File: config.mk
export PLATFORM = sky130hd
export DESIGN_NAME = control_sequencer
export DESIGN_NICKNAME = d
export VERILOG_FILES = /design/src/rtl/cpu_ctrl_pkg.sv /design/src/rtl/ctrl_decode.sv /design/src/rtl/control_sequencer.sv
export SDC_FILE = /design/constraint.sdc
export NUM_CORES = 1
export LEC_CHECK = 0
export ABC_AREA = 1
export BUFFER_PORTS_ARGS = -buffer_cell sky130_fd_sc_hd__buf_2
export CAP_MARGIN = 5
export CORE_MARGIN = 5
export CORE_UTILIZATION = 40
export CTS_CLUSTER_DIAMETER = 120
export DETAILED_ROUTE_END_ITERATION = 10
export PLACE_DENSITY = 0.74
export SLEW_MARGIN = 10
export SYNTH_ARGS = -nofsm -noshare
export SYNTH_HDL_FRONTEND = slang
export SYNTH_SLANG_ARGS = --single-unit
File: constraint.sdc
create_clock -name clock -period 2.14 [get_ports clock]
set_input_delay 0.321 -clock clock [delete_from_list [all_inputs] [get_ports clock]]
set_output_delay 0.321 -clock clock [all_outputs]
set_load 0.01 [all_outputs]
File: src/rtl/cpu_ctrl_pkg.sv
`default_nettype none
// ============================================================================
// Module   : cpu_ctrl_pkg
// Brief    : Opcodes, ALU operation codes, sequencer states, instruction
//            classes and the opcode-to-ALU_op mapping shared by the control unit.
// Revision : 1.0
// ============================================================================
package cpu_ctrl_pkg;

    localparam logic [4:0] C_OP_LD   = 5'b00000;
    localparam logic [4:0] C_OP_LDI  = 5'b00001;
    localparam logic [4:0] C_OP_ST   = 5'b00010;
    localparam logic [4:0] C_OP_ADD  = 5'b00011;
    localparam logic [4:0] C_OP_SUB  = 5'b00100;
    localparam logic [4:0] C_OP_AND  = 5'b00101;
    localparam logic [4:0] C_OP_OR   = 5'b00110;
    localparam logic [4:0] C_OP_ROR  = 5'b00111;
    localparam logic [4:0] C_OP_ROL  = 5'b01000;
    localparam logic [4:0] C_OP_SHR  = 5'b01001;
    localparam logic [4:0] C_OP_SHRA = 5'b01010;
    localparam logic [4:0] C_OP_SHL  = 5'b01011;
    localparam logic [4:0] C_OP_ADDI = 5'b01100;
    localparam logic [4:0] C_OP_ANDI = 5'b01101;
    localparam logic [4:0] C_OP_ORI  = 5'b01110;
    localparam logic [4:0] C_OP_MUL  = 5'b01111;
    localparam logic [4:0] C_OP_DIV  = 5'b10000;
    localparam logic [4:0] C_OP_NEG  = 5'b10001;
    localparam logic [4:0] C_OP_BR   = 5'b10010;
    localparam logic [4:0] C_OP_NOT  = 5'b10011;
    localparam logic [4:0] C_OP_MFHI = 5'b10111;
    localparam logic [4:0] C_OP_MFLO = 5'b11000;
    localparam logic [4:0] C_OP_NOP  = 5'b11010;
    localparam logic [4:0] C_OP_HALT = 5'b11011;

    // Zero is reserved for "no ALU operation" so idle steps drive ALU_op low.
    localparam logic [4:0] C_ALU_NONE = 5'd0;
    localparam logic [4:0] C_ALU_ADD  = 5'd1;
    localparam logic [4:0] C_ALU_SUB  = 5'd2;
    localparam logic [4:0] C_ALU_AND  = 5'd3;
    localparam logic [4:0] C_ALU_OR   = 5'd4;
    localparam logic [4:0] C_ALU_SHR  = 5'd5;
    localparam logic [4:0] C_ALU_SHRA = 5'd6;
    localparam logic [4:0] C_ALU_SHL  = 5'd7;
    localparam logic [4:0] C_ALU_ROR  = 5'd8;
    localparam logic [4:0] C_ALU_ROL  = 5'd9;
    localparam logic [4:0] C_ALU_MUL  = 5'd10;
    localparam logic [4:0] C_ALU_DIV  = 5'd11;
    localparam logic [4:0] C_ALU_NEG  = 5'd12;
    localparam logic [4:0] C_ALU_NOT  = 5'd13;

    // Bit 3 marks an executing step; bits [2:0] are then the step index.
    typedef enum logic [3:0] {
        ST_RST  = 4'b0000,
        ST_HALT = 4'b0001,
        ST_T0   = 4'b1000,
        ST_T1   = 4'b1001,
        ST_T2   = 4'b1010,
        ST_T3   = 4'b1011,
        ST_T4   = 4'b1100,
        ST_T5   = 4'b1101,
        ST_T6   = 4'b1110,
        ST_T7   = 4'b1111
    } state_t;

    typedef enum logic [3:0] {
        CLS_RALU   = 4'd0,
        CLS_IALU   = 4'd1,
        CLS_MULDIV = 4'd2,
        CLS_LD     = 4'd3,
        CLS_ST     = 4'd4,
        CLS_LDI    = 4'd5,
        CLS_BR     = 4'd6,
        CLS_MFHI   = 4'd7,
        CLS_MFLO   = 4'd8,
        CLS_NOP    = 4'd9,
        CLS_HALT   = 4'd10
    } instr_class_t;

    function automatic logic [4:0] alu_op_of(input logic [4:0] opcode);
        case (opcode)
            C_OP_LD, C_OP_LDI, C_OP_ST,
            C_OP_ADD, C_OP_ADDI:        alu_op_of = C_ALU_ADD;
            C_OP_SUB:                   alu_op_of = C_ALU_SUB;
            C_OP_AND, C_OP_ANDI:        alu_op_of = C_ALU_AND;
            C_OP_OR, C_OP_ORI:          alu_op_of = C_ALU_OR;
            C_OP_ROR:                   alu_op_of = C_ALU_ROR;
            C_OP_ROL:                   alu_op_of = C_ALU_ROL;
            C_OP_SHR:                   alu_op_of = C_ALU_SHR;
            C_OP_SHRA:                  alu_op_of = C_ALU_SHRA;
            C_OP_SHL:                   alu_op_of = C_ALU_SHL;
            C_OP_MUL:                   alu_op_of = C_ALU_MUL;
            C_OP_DIV:                   alu_op_of = C_ALU_DIV;
            C_OP_NEG:                   alu_op_of = C_ALU_NEG;
            C_OP_NOT:                   alu_op_of = C_ALU_NOT;
            default:                    alu_op_of = C_ALU_NONE;
        endcase
    endfunction

endpackage
`default_nettype wire

File: src/rtl/ctrl_decode.sv
`default_nettype none
// ============================================================================
// Module   : ctrl_decode
// Brief    : Maps the instruction opcode to an execution class and ALU code.
// Revision : 1.0
// ============================================================================
module ctrl_decode
    import cpu_ctrl_pkg::*;
(
    input  logic [4:0]   opcode,
    output instr_class_t instr_class,
    output logic [4:0]   alu_op
);

    always_comb begin
        instr_class = CLS_NOP;
        case (opcode)
            C_OP_ADD, C_OP_SUB, C_OP_AND, C_OP_OR, C_OP_ROR,
            C_OP_ROL, C_OP_SHR, C_OP_SHRA, C_OP_SHL:    instr_class = CLS_RALU;
            C_OP_ADDI, C_OP_ANDI, C_OP_ORI:             instr_class = CLS_IALU;
            C_OP_MUL, C_OP_DIV:                         instr_class = CLS_MULDIV;
            C_OP_LD:                                    instr_class = CLS_LD;
            C_OP_ST:                                    instr_class = CLS_ST;
            C_OP_LDI:                                   instr_class = CLS_LDI;
            C_OP_BR:                                    instr_class = CLS_BR;
            C_OP_MFHI:                                  instr_class = CLS_MFHI;
            C_OP_MFLO:                                  instr_class = CLS_MFLO;
            C_OP_HALT:                                  instr_class = CLS_HALT;
            default:                                    instr_class = CLS_NOP;
        endcase
    end

    assign alu_op = alu_op_of(opcode);

endmodule
`default_nettype wire

File: src/rtl/control_sequencer.sv
`default_nettype none
// ============================================================================
// Module   : control_sequencer
// Brief    : Hardwired T0-T7 step sequencer producing datapath strobes.
// Revision : 1.0
// ============================================================================
module control_sequencer
    import cpu_ctrl_pkg::*;
(
    input  logic        clock,
    input  logic        clear,
    input  logic [31:0] IR,
    input  logic        CON,
    input  logic        Stop,
    output logic        Gra,
    output logic        Grb,
    output logic        Grc,
    output logic        Rin,
    output logic        Rout,
    output logic        BAout,
    output logic        PCin,
    output logic        PCout,
    output logic        IncPC,
    output logic        IRin,
    output logic        Yin,
    output logic        Zin,
    output logic        Zhighout,
    output logic        Zlowout,
    output logic        HIin,
    output logic        HIout,
    output logic        LOin,
    output logic        LOout,
    output logic        MARin,
    output logic        MDRin,
    output logic        MDRout,
    output logic        Read,
    output logic        Write,
    output logic        Cout,
    output logic        CONin,
    output logic [4:0]  ALU_op,
    output logic        Run
);

    state_t       r_state;
    instr_class_t w_cls;
    logic [4:0]   w_alu_op;
    logic [2:0]   w_step;
    logic         w_in_run;
    state_t       w_end_state;
    logic         w_unused_ir;

    // Register fields feed the select/encode logic directly, not the sequencer.
    assign w_unused_ir = ^IR[26:0];

    ctrl_decode u_decode (
        .opcode      (IR[31:27]),
        .instr_class (w_cls),
        .alu_op      (w_alu_op)
    );

    assign w_step      = r_state[2:0];
    assign w_in_run    = r_state[3];
    assign w_end_state = Stop ? ST_HALT : ST_T0;

    always_ff @(posedge clock or negedge clear) begin
        if (!clear) begin
            r_state <= ST_RST;
        end else begin
            case (r_state)
                ST_RST:  r_state <= ST_T0;
                ST_T0:   r_state <= ST_T1;
                ST_T1:   r_state <= ST_T2;
                ST_T2:   r_state <= ST_T3;
                ST_T3: begin
                    case (w_cls)
                        CLS_HALT:                     r_state <= ST_HALT;
                        CLS_MFHI, CLS_MFLO, CLS_NOP:  r_state <= w_end_state;
                        default:                      r_state <= ST_T4;
                    endcase
                end
                ST_T4:   r_state <= ST_T5;
                ST_T5: begin
                    case (w_cls)
                        CLS_RALU, CLS_IALU, CLS_LDI:  r_state <= w_end_state;
                        default:                      r_state <= ST_T6;
                    endcase
                end
                ST_T6: begin
                    case (w_cls)
                        CLS_MULDIV, CLS_BR:           r_state <= w_end_state;
                        default:                      r_state <= ST_T7;
                    endcase
                end
                ST_T7:   r_state <= w_end_state;
                ST_HALT: r_state <= ST_HALT;
                default: r_state <= ST_RST;
            endcase
        end
    end

    // Strobes are decoded from the state so clear silences them without a clock.
    always_comb begin
        Gra = 1'b0; Grb = 1'b0; Grc = 1'b0; Rin = 1'b0; Rout = 1'b0; BAout = 1'b0;
        PCin = 1'b0; PCout = 1'b0; IncPC = 1'b0; IRin = 1'b0; Yin = 1'b0; Zin = 1'b0;
        Zhighout = 1'b0; Zlowout = 1'b0; HIin = 1'b0; HIout = 1'b0; LOin = 1'b0;
        LOout = 1'b0; MARin = 1'b0; MDRin = 1'b0; MDRout = 1'b0; Read = 1'b0;
        Write = 1'b0; Cout = 1'b0; CONin = 1'b0;
        ALU_op = C_ALU_NONE;
        Run = w_in_run;
        if (w_in_run) begin
            case (w_step)
                3'd0: begin
                    PCout = 1'b1; MARin = 1'b1; IncPC = 1'b1; Zin = 1'b1;
                end
                3'd1: begin
                    Zlowout = 1'b1; PCin = 1'b1; Read = 1'b1; MDRin = 1'b1;
                end
                3'd2: begin
                    MDRout = 1'b1; IRin = 1'b1;
                end
                3'd3: begin
                    case (w_cls)
                        CLS_RALU, CLS_IALU: begin
                            Grb = 1'b1; Rout = 1'b1; Yin = 1'b1;
                        end
                        CLS_MULDIV: begin
                            Gra = 1'b1; Rout = 1'b1; Yin = 1'b1;
                        end
                        CLS_LD, CLS_ST, CLS_LDI: begin
                            Grb = 1'b1; BAout = 1'b1; Yin = 1'b1;
                        end
                        CLS_BR: begin
                            Gra = 1'b1; Rout = 1'b1; CONin = 1'b1;
                        end
                        CLS_MFHI: begin
                            HIout = 1'b1; Gra = 1'b1; Rin = 1'b1;
                        end
                        CLS_MFLO: begin
                            LOout = 1'b1; Gra = 1'b1; Rin = 1'b1;
                        end
                        default: ;
                    endcase
                end
                3'd4: begin
                    case (w_cls)
                        CLS_RALU: begin
                            Grc = 1'b1; Rout = 1'b1; Zin = 1'b1; ALU_op = w_alu_op;
                        end
                        CLS_MULDIV: begin
                            Grb = 1'b1; Rout = 1'b1; Zin = 1'b1; ALU_op = w_alu_op;
                        end
                        CLS_IALU, CLS_LD, CLS_ST, CLS_LDI: begin
                            Cout = 1'b1; Zin = 1'b1; ALU_op = w_alu_op;
                        end
                        CLS_BR: begin
                            PCout = 1'b1; Yin = 1'b1;
                        end
                        default: ;
                    endcase
                end
                3'd5: begin
                    case (w_cls)
                        CLS_RALU, CLS_IALU, CLS_LDI: begin
                            Zlowout = 1'b1; Gra = 1'b1; Rin = 1'b1;
                        end
                        CLS_MULDIV: begin
                            Zlowout = 1'b1; LOin = 1'b1;
                        end
                        CLS_LD, CLS_ST: begin
                            Zlowout = 1'b1; MARin = 1'b1;
                        end
                        CLS_BR: begin
                            Cout = 1'b1; Zin = 1'b1; ALU_op = C_ALU_ADD;
                        end
                        default: ;
                    endcase
                end
                3'd6: begin
                    case (w_cls)
                        CLS_MULDIV: begin
                            Zhighout = 1'b1; HIin = 1'b1;
                        end
                        CLS_LD: begin
                            Read = 1'b1; MDRin = 1'b1;
                        end
                        CLS_ST: begin
                            Gra = 1'b1; Rout = 1'b1; MDRin = 1'b1;
                        end
                        CLS_BR: begin
                            Zlowout = CON; PCin = CON;
                        end
                        default: ;
                    endcase
                end
                default: begin
                    case (w_cls)
                        CLS_LD: begin
                            MDRout = 1'b1; Gra = 1'b1; Rin = 1'b1;
                        end
                        CLS_ST: Write = 1'b1;
                        default: ;
                    endcase
                end
            endcase
        end
    end

endmodule
`default_nettype wire

### Yosys cells after proc, flatten, opt, wreduce, memory -nomap -nowiden

Memories as Yosys holds them, arrays and structs flattened.
Cells that the tools add are included.

* register bits: 4
* ROM bits: 256
* input port bits: 36
* output and inout bits: 31
* memories kept: 2

Memory list
* (name not given): words 32, bits a word 4, rd ports 1, clocked after Yosys merged registers in 0, wr ports 0, line cpu_ctrl_pkg.sv:80 `case (opcode)`
* (name not given): words 32, bits a word 4, rd ports 1, clocked after Yosys merged registers in 0, wr ports 0, line ctrl_decode.sv:17 `case (opcode)`

* equality and inequality tests: 25
* mux-type cells: 75
* reduce and logical (&&, ||, !) cells: 19

Operators with widths (count)
* 1-bit 2-to-1 mux: 53
* 4-bit equality test, second input constant: 11
* 4-bit one-hot mux with 10 select lines: 1
* 1-bit one-hot mux with 2 select lines: 9
* 4-bit by 3-bit equality test with 1-bit output, second input constant: 4
* 4-bit OR reduction: 4
* 4-bit 2-to-1 mux: 3
* 1-bit one-hot mux with 3 select lines: 4
* 6-bit OR reduction: 2
* 5-bit 2-to-1 mux: 2
* 5-bit one-hot mux with 2 select lines: 1
* 5-bit OR reduction: 2
* 3-bit equality test, second input constant: 3
* 3-bit OR reduction: 3
* 4-bit by 1-bit equality test with 1-bit output, second input constant: 2
* 4-bit by 2-bit equality test with 1-bit output, second input constant: 2
* 4-bit logical NOT: 2
* 4-bit one-hot mux with 2 select lines: 1
* 2-bit OR reduction: 4
* 7-bit OR reduction: 1
* 3-bit by 2-bit equality test with 1-bit output, second input constant: 2
* 1-bit one-hot mux with 4 select lines: 1
* 3-bit by 1-bit equality test with 1-bit output, second input constant: 1
* 3-bit logical NOT: 1

### Logic depth before layout (Yosys ltp)

An unclocked memory read counts as a cell.

* depth in word-level cells: 6
* gate-level depth with buffers: 15
* gate-level depth less buffers: 15

### Modules after synthesis

Synthesis repeated with hierarchy kept, for this count alone.

* cells, all modules: 228
* area total of the unflattened synthesis: 1147.4 um2

By module, submodules not included
* control_sequencer: times used 1, cells each 157, area an instance 770.7 um2, seq. area each 100.1 um2
* ctrl_decode: times used 1, cells each 71, area an instance 376.6 um2, seq. area each 0.0 um2

### Least setup slack after synthesis

No wires, ideal clock.

* path kind: input to output
* from: in IR[27]
* to: out Zhighout
* arrival: 1656 ps
* data required time: 1819 ps
* path slack: 163 ps
* stages on the path: 10
* path through: inv_1 > ha_1 > nor2_1 > o21ai_1 > nand2_2 > inv_2 > nor2_4 > nand2_1 > nor2_1 > buf_4

* cells in the longest elaborated chain, start to end: 5

RTL lines
* start, declared: line control_sequencer.sv:12 `input logic [31:0] IR,`
* memory 32 x 4 bit
* 4-bit by 2-bit equality test with 1-bit output
* 1-bit 2-to-1 mux (3 in series)
* end, declared: line control_sequencer.sv:27 `output logic Zhighout,`

No other way between the ends.

### Worst setup path in the final report

* from: in IR[27]
* to: out MARin

* cells in the longest elaborated chain, start to end: 6
* elaborated cells between the ends (all ways): 7
* classes of those cells: 2 x eq/ne; 3 x mux; 1 x reduce/logical; 1 x memory

RTL lines
* memory 32 x 4 bit *
* 4-bit by 3-bit equality test with 1-bit output or 4-bit by 2-bit equality test with 1-bit output (tied branches): line control_sequencer.sv:162 `case (w_cls)`
* 2-bit OR reduction (no line) *
* 1-bit 2-to-1 mux *: line control_sequencer.sv:162
* 1-bit one-hot mux with 2 select lines *: line control_sequencer.sv:111 `case (w_step)`
* 1-bit 2-to-1 mux *: line control_sequencer.sv:110 `if (w_in_run) begin`
* end, declared: line control_sequencer.sv:33 `output logic MARin,`

Every way passes the cells marked *; elsewhere a longest branch is shown, timed or not.

==> flow_summary.toml <==
[run_status]
status = "finished with violations"
violations = "setup timing"

[yosys]
syn_inst = 214
synthTopCellsByArea = "nand2_1 (16%), nor2_1 (13%), inv_1 (9.0%), dfrtp_1 (8.6%), nand3_1 (7.3%)"
synth-async-reset-ratio = 1.000
synthDistinctLibCells = 35
syn_nets = 256
synth_common_cells = "nand2_1 (49), nor2_1 (40), inv_1 (28)"
synth_edf_count = 0
synth_flop_cell = "dfrtp_1"
synth_top_cell_area_share = 0.1577
seq_area_frac_synth = 0.08584
post-synth-top-count-cell = "nand2_1"
ys_ff_latch = 4
avgSynthCellArea_sq_um = 5.449
yosysWarnings = 0
synth.cell_area_sq_mm = 0.001166
synth_top_cell_by_area = "nand2_1"

[placement]
io_buffers = 38
placedInstanceArea_sq_mm = 0.001548
dp_hpwl_um = 2918
globalplace.congestion = 0.9287

[setup_path]
required_ns = 1.82
slowest_stage = "ha_4"
cp_common_cell = "nand2_2"
path_cells = "buf_12 -> inv_6 -> ha_4 -> nor2_2 -> o21ai_2 -> nand2_4 -> nor2_4 -> nand2_2 -> buf_4 -> nand2_2 -> nand2_1 -> a21oi_2 -> buf_2"
worstSetupStartpointType = "primary input"
critical_path_arrival_ns = 1.86
end_kind = "primary output"
r2r_setup_slack_ns = 0.56
cpPeakStageDelay_ns = 0.27
path_max_fanout = 4
worstSetupPathType = "in2out"

[die]
dieArea_sq_mm = 0.004095
initial_utilization = 0.4193
rows = 19
io_pins = 67
core_sq_mm = 0.002781
die_y_um = 64.00
die_w_um = 64.00

[timing]
hold_viol_final = 0
timing.fmax_mhz = 458.2
clock_skew_ns = 0.005742
drv_slew = 0
rsz0062_at_grt = "yes"
finalWorstSetupSlack_ns = -0.04263
setup_viol = 8
period_minus_slack_ns = 2.183
post-route-period-util = 1.020

[grt]
track_usage = 0.1821
grt_max_degree = 11
grt_pass1_vias = 1549
gr-usage-met1 = 0.2069
grt_pass1_wl_um = 6368
busiest_layer = "met2"
use_met2 = 0.3417
antenna_found_initial = 0
met3_usage = 0.01926
grt-ovfl-total = 0

[hold_path]
min_path_type = "in2async"

[clock_tree]
clk_path_buf_depth = 2
cts_tree = "done"
cts_made_buffers = 3
cts_root_buffer = "clkbuf_4"
clock-sinks = 4
htreeDepth = 1
clkLatencyLatePin_ns = 0.24
path_clk_slew_ns = 0.04

[cells_and_area]
top_regs = "r_state (4)"
area_delta_synth_final_pct = 65.77
largest_reg_flops = 4
top_register = "r_state"
drive_above_1_share = 0.4760
nets = 336
n_antenna_cell = 0
nFillCells = 228
design_area_sq_mm = 0.001933

[route]
avgViaCountPerCell = 5.390
avgRoutedWirePerCell_um = 13.59
drc = 0
first_iter_violations = 248
routed_wirelength_um = 4390
first_pass_iters = 4
vias = 1741
drtAntennaViolNets = 0

[power]
p_total_w = 0.001304
peakVddDrop_mv = 0.7316
powerDensity_mw_per_mm2 = 674.7
p_leak_nw = 1.040

[run]
timing.max_cap.violations = 0
## area by class of cell
| cell class | instances | area (sq um) | area share |
|---|---|---|---|
| repair buffers | 80 | 573.1 | 0.2964 |
| well taps | 31 | 38.79 | 0.02006 |
| inverters | 34 | 152.6 | 0.07896 |
| clock buffers | 3 | 22.52 | 0.01165 |
| multi-input cells | 171 | 1045 | 0.5405 |
| flip-flops and latches | 4 | 101.3 | 0.05243 |
## worst paths after layout
kind	start	to	cells after the start
max	IR[27]	MARin	13
min	clear	r_state[2]$_DFF_PN0_	2
max in group asynchronous	clear	r_state[3]$_DFF_PN0_	2
min in group clock	Stop	r_state[0]$_DFF_PN0_	3
min reg2reg	r_state[1]$_DFF_PN0_	r_state[0]$_DFF_PN0_	4
max reg2reg	r_state[2]$_DFF_PN0_	r_state[2]$_DFF_PN0_	6
## critical path: cells and delay by family
| family | cells | cell delay, ns |
|---|---|---|
| simple gates | 6 | 0.54 |
| fa+ha+maj | 1 | 0.27 |
| compound gates | 2 | 0.29 |
| buf+inv | 4 | 0.42 |
## routing by layer
| metal | share of wire | up-vias |
|---|---|---|
| li1 | - | 846 |
| met1 | 0.36 | 780 |
| met2 | 0.54 | 103 |
| met3 | 0.072 | 12 |
| met4 | 0.020 | 0 |
| met5 | 0 | - |
## power by group
group	internal [W]	switching (W)	leakage, nW
Sequential	0.000116	0.0000634	0.0489
Clock	0.0000629	0.0000345	0.0138
Combinational	0.000410	0.000617	0.977
Total	0.000589	0.000715	1.04
## cells by family after synthesis
logic type / after synthesis / share of synthesized area
simple gates: 133 / 0.5333
buf+inv: 39 / 0.1556
compound gates: 31 / 0.1577
fa+ha+maj: 6 / 0.06438
flops: 4 / 0.08584
other cells: 1 / 0.003216
## layout by cell type, fill, tap and decap left out, types with 5 or more instances in the layout
cell type  synthesis  routed
a21oi_1           10       5
buf_2              1      34
buf_4              2      36
buf_6              2       6
inv_1             28      25
nand2_1           49      45
nand2_2            9      11
nand3_1           17      12
nand3_2            2       6
nor2_1            40      35
nor2_4             3       5
o21ai_1            4       5
## per-stage QoR
stage               utilization  TNS [ns]  hold WS [ns]  setup slack (ns)  cells
CTS                      0.6221         0        0.4142         0.0006731    318
detailed placement       0.5565    -2.117        0.1279           -0.1701    304
global placement         0.5565    -1.342        0.1236           -0.1267    304
global route             0.6950    -1.397        0.4293           -0.1712    323
floorplan                     -         0       0.02541            0.1625    214
finish                   0.6950   -0.1765        0.3998          -0.04263    323
## repair_timing
action	in CTS	in global routing
resized for setup	23	42
hold buffers	1	0
setup endpoints to repair	23	25
setup buffers	10	5
pin swaps	15	21
endpoints found under the hold margin	4	0
Power figures use the tool's default switching activity.
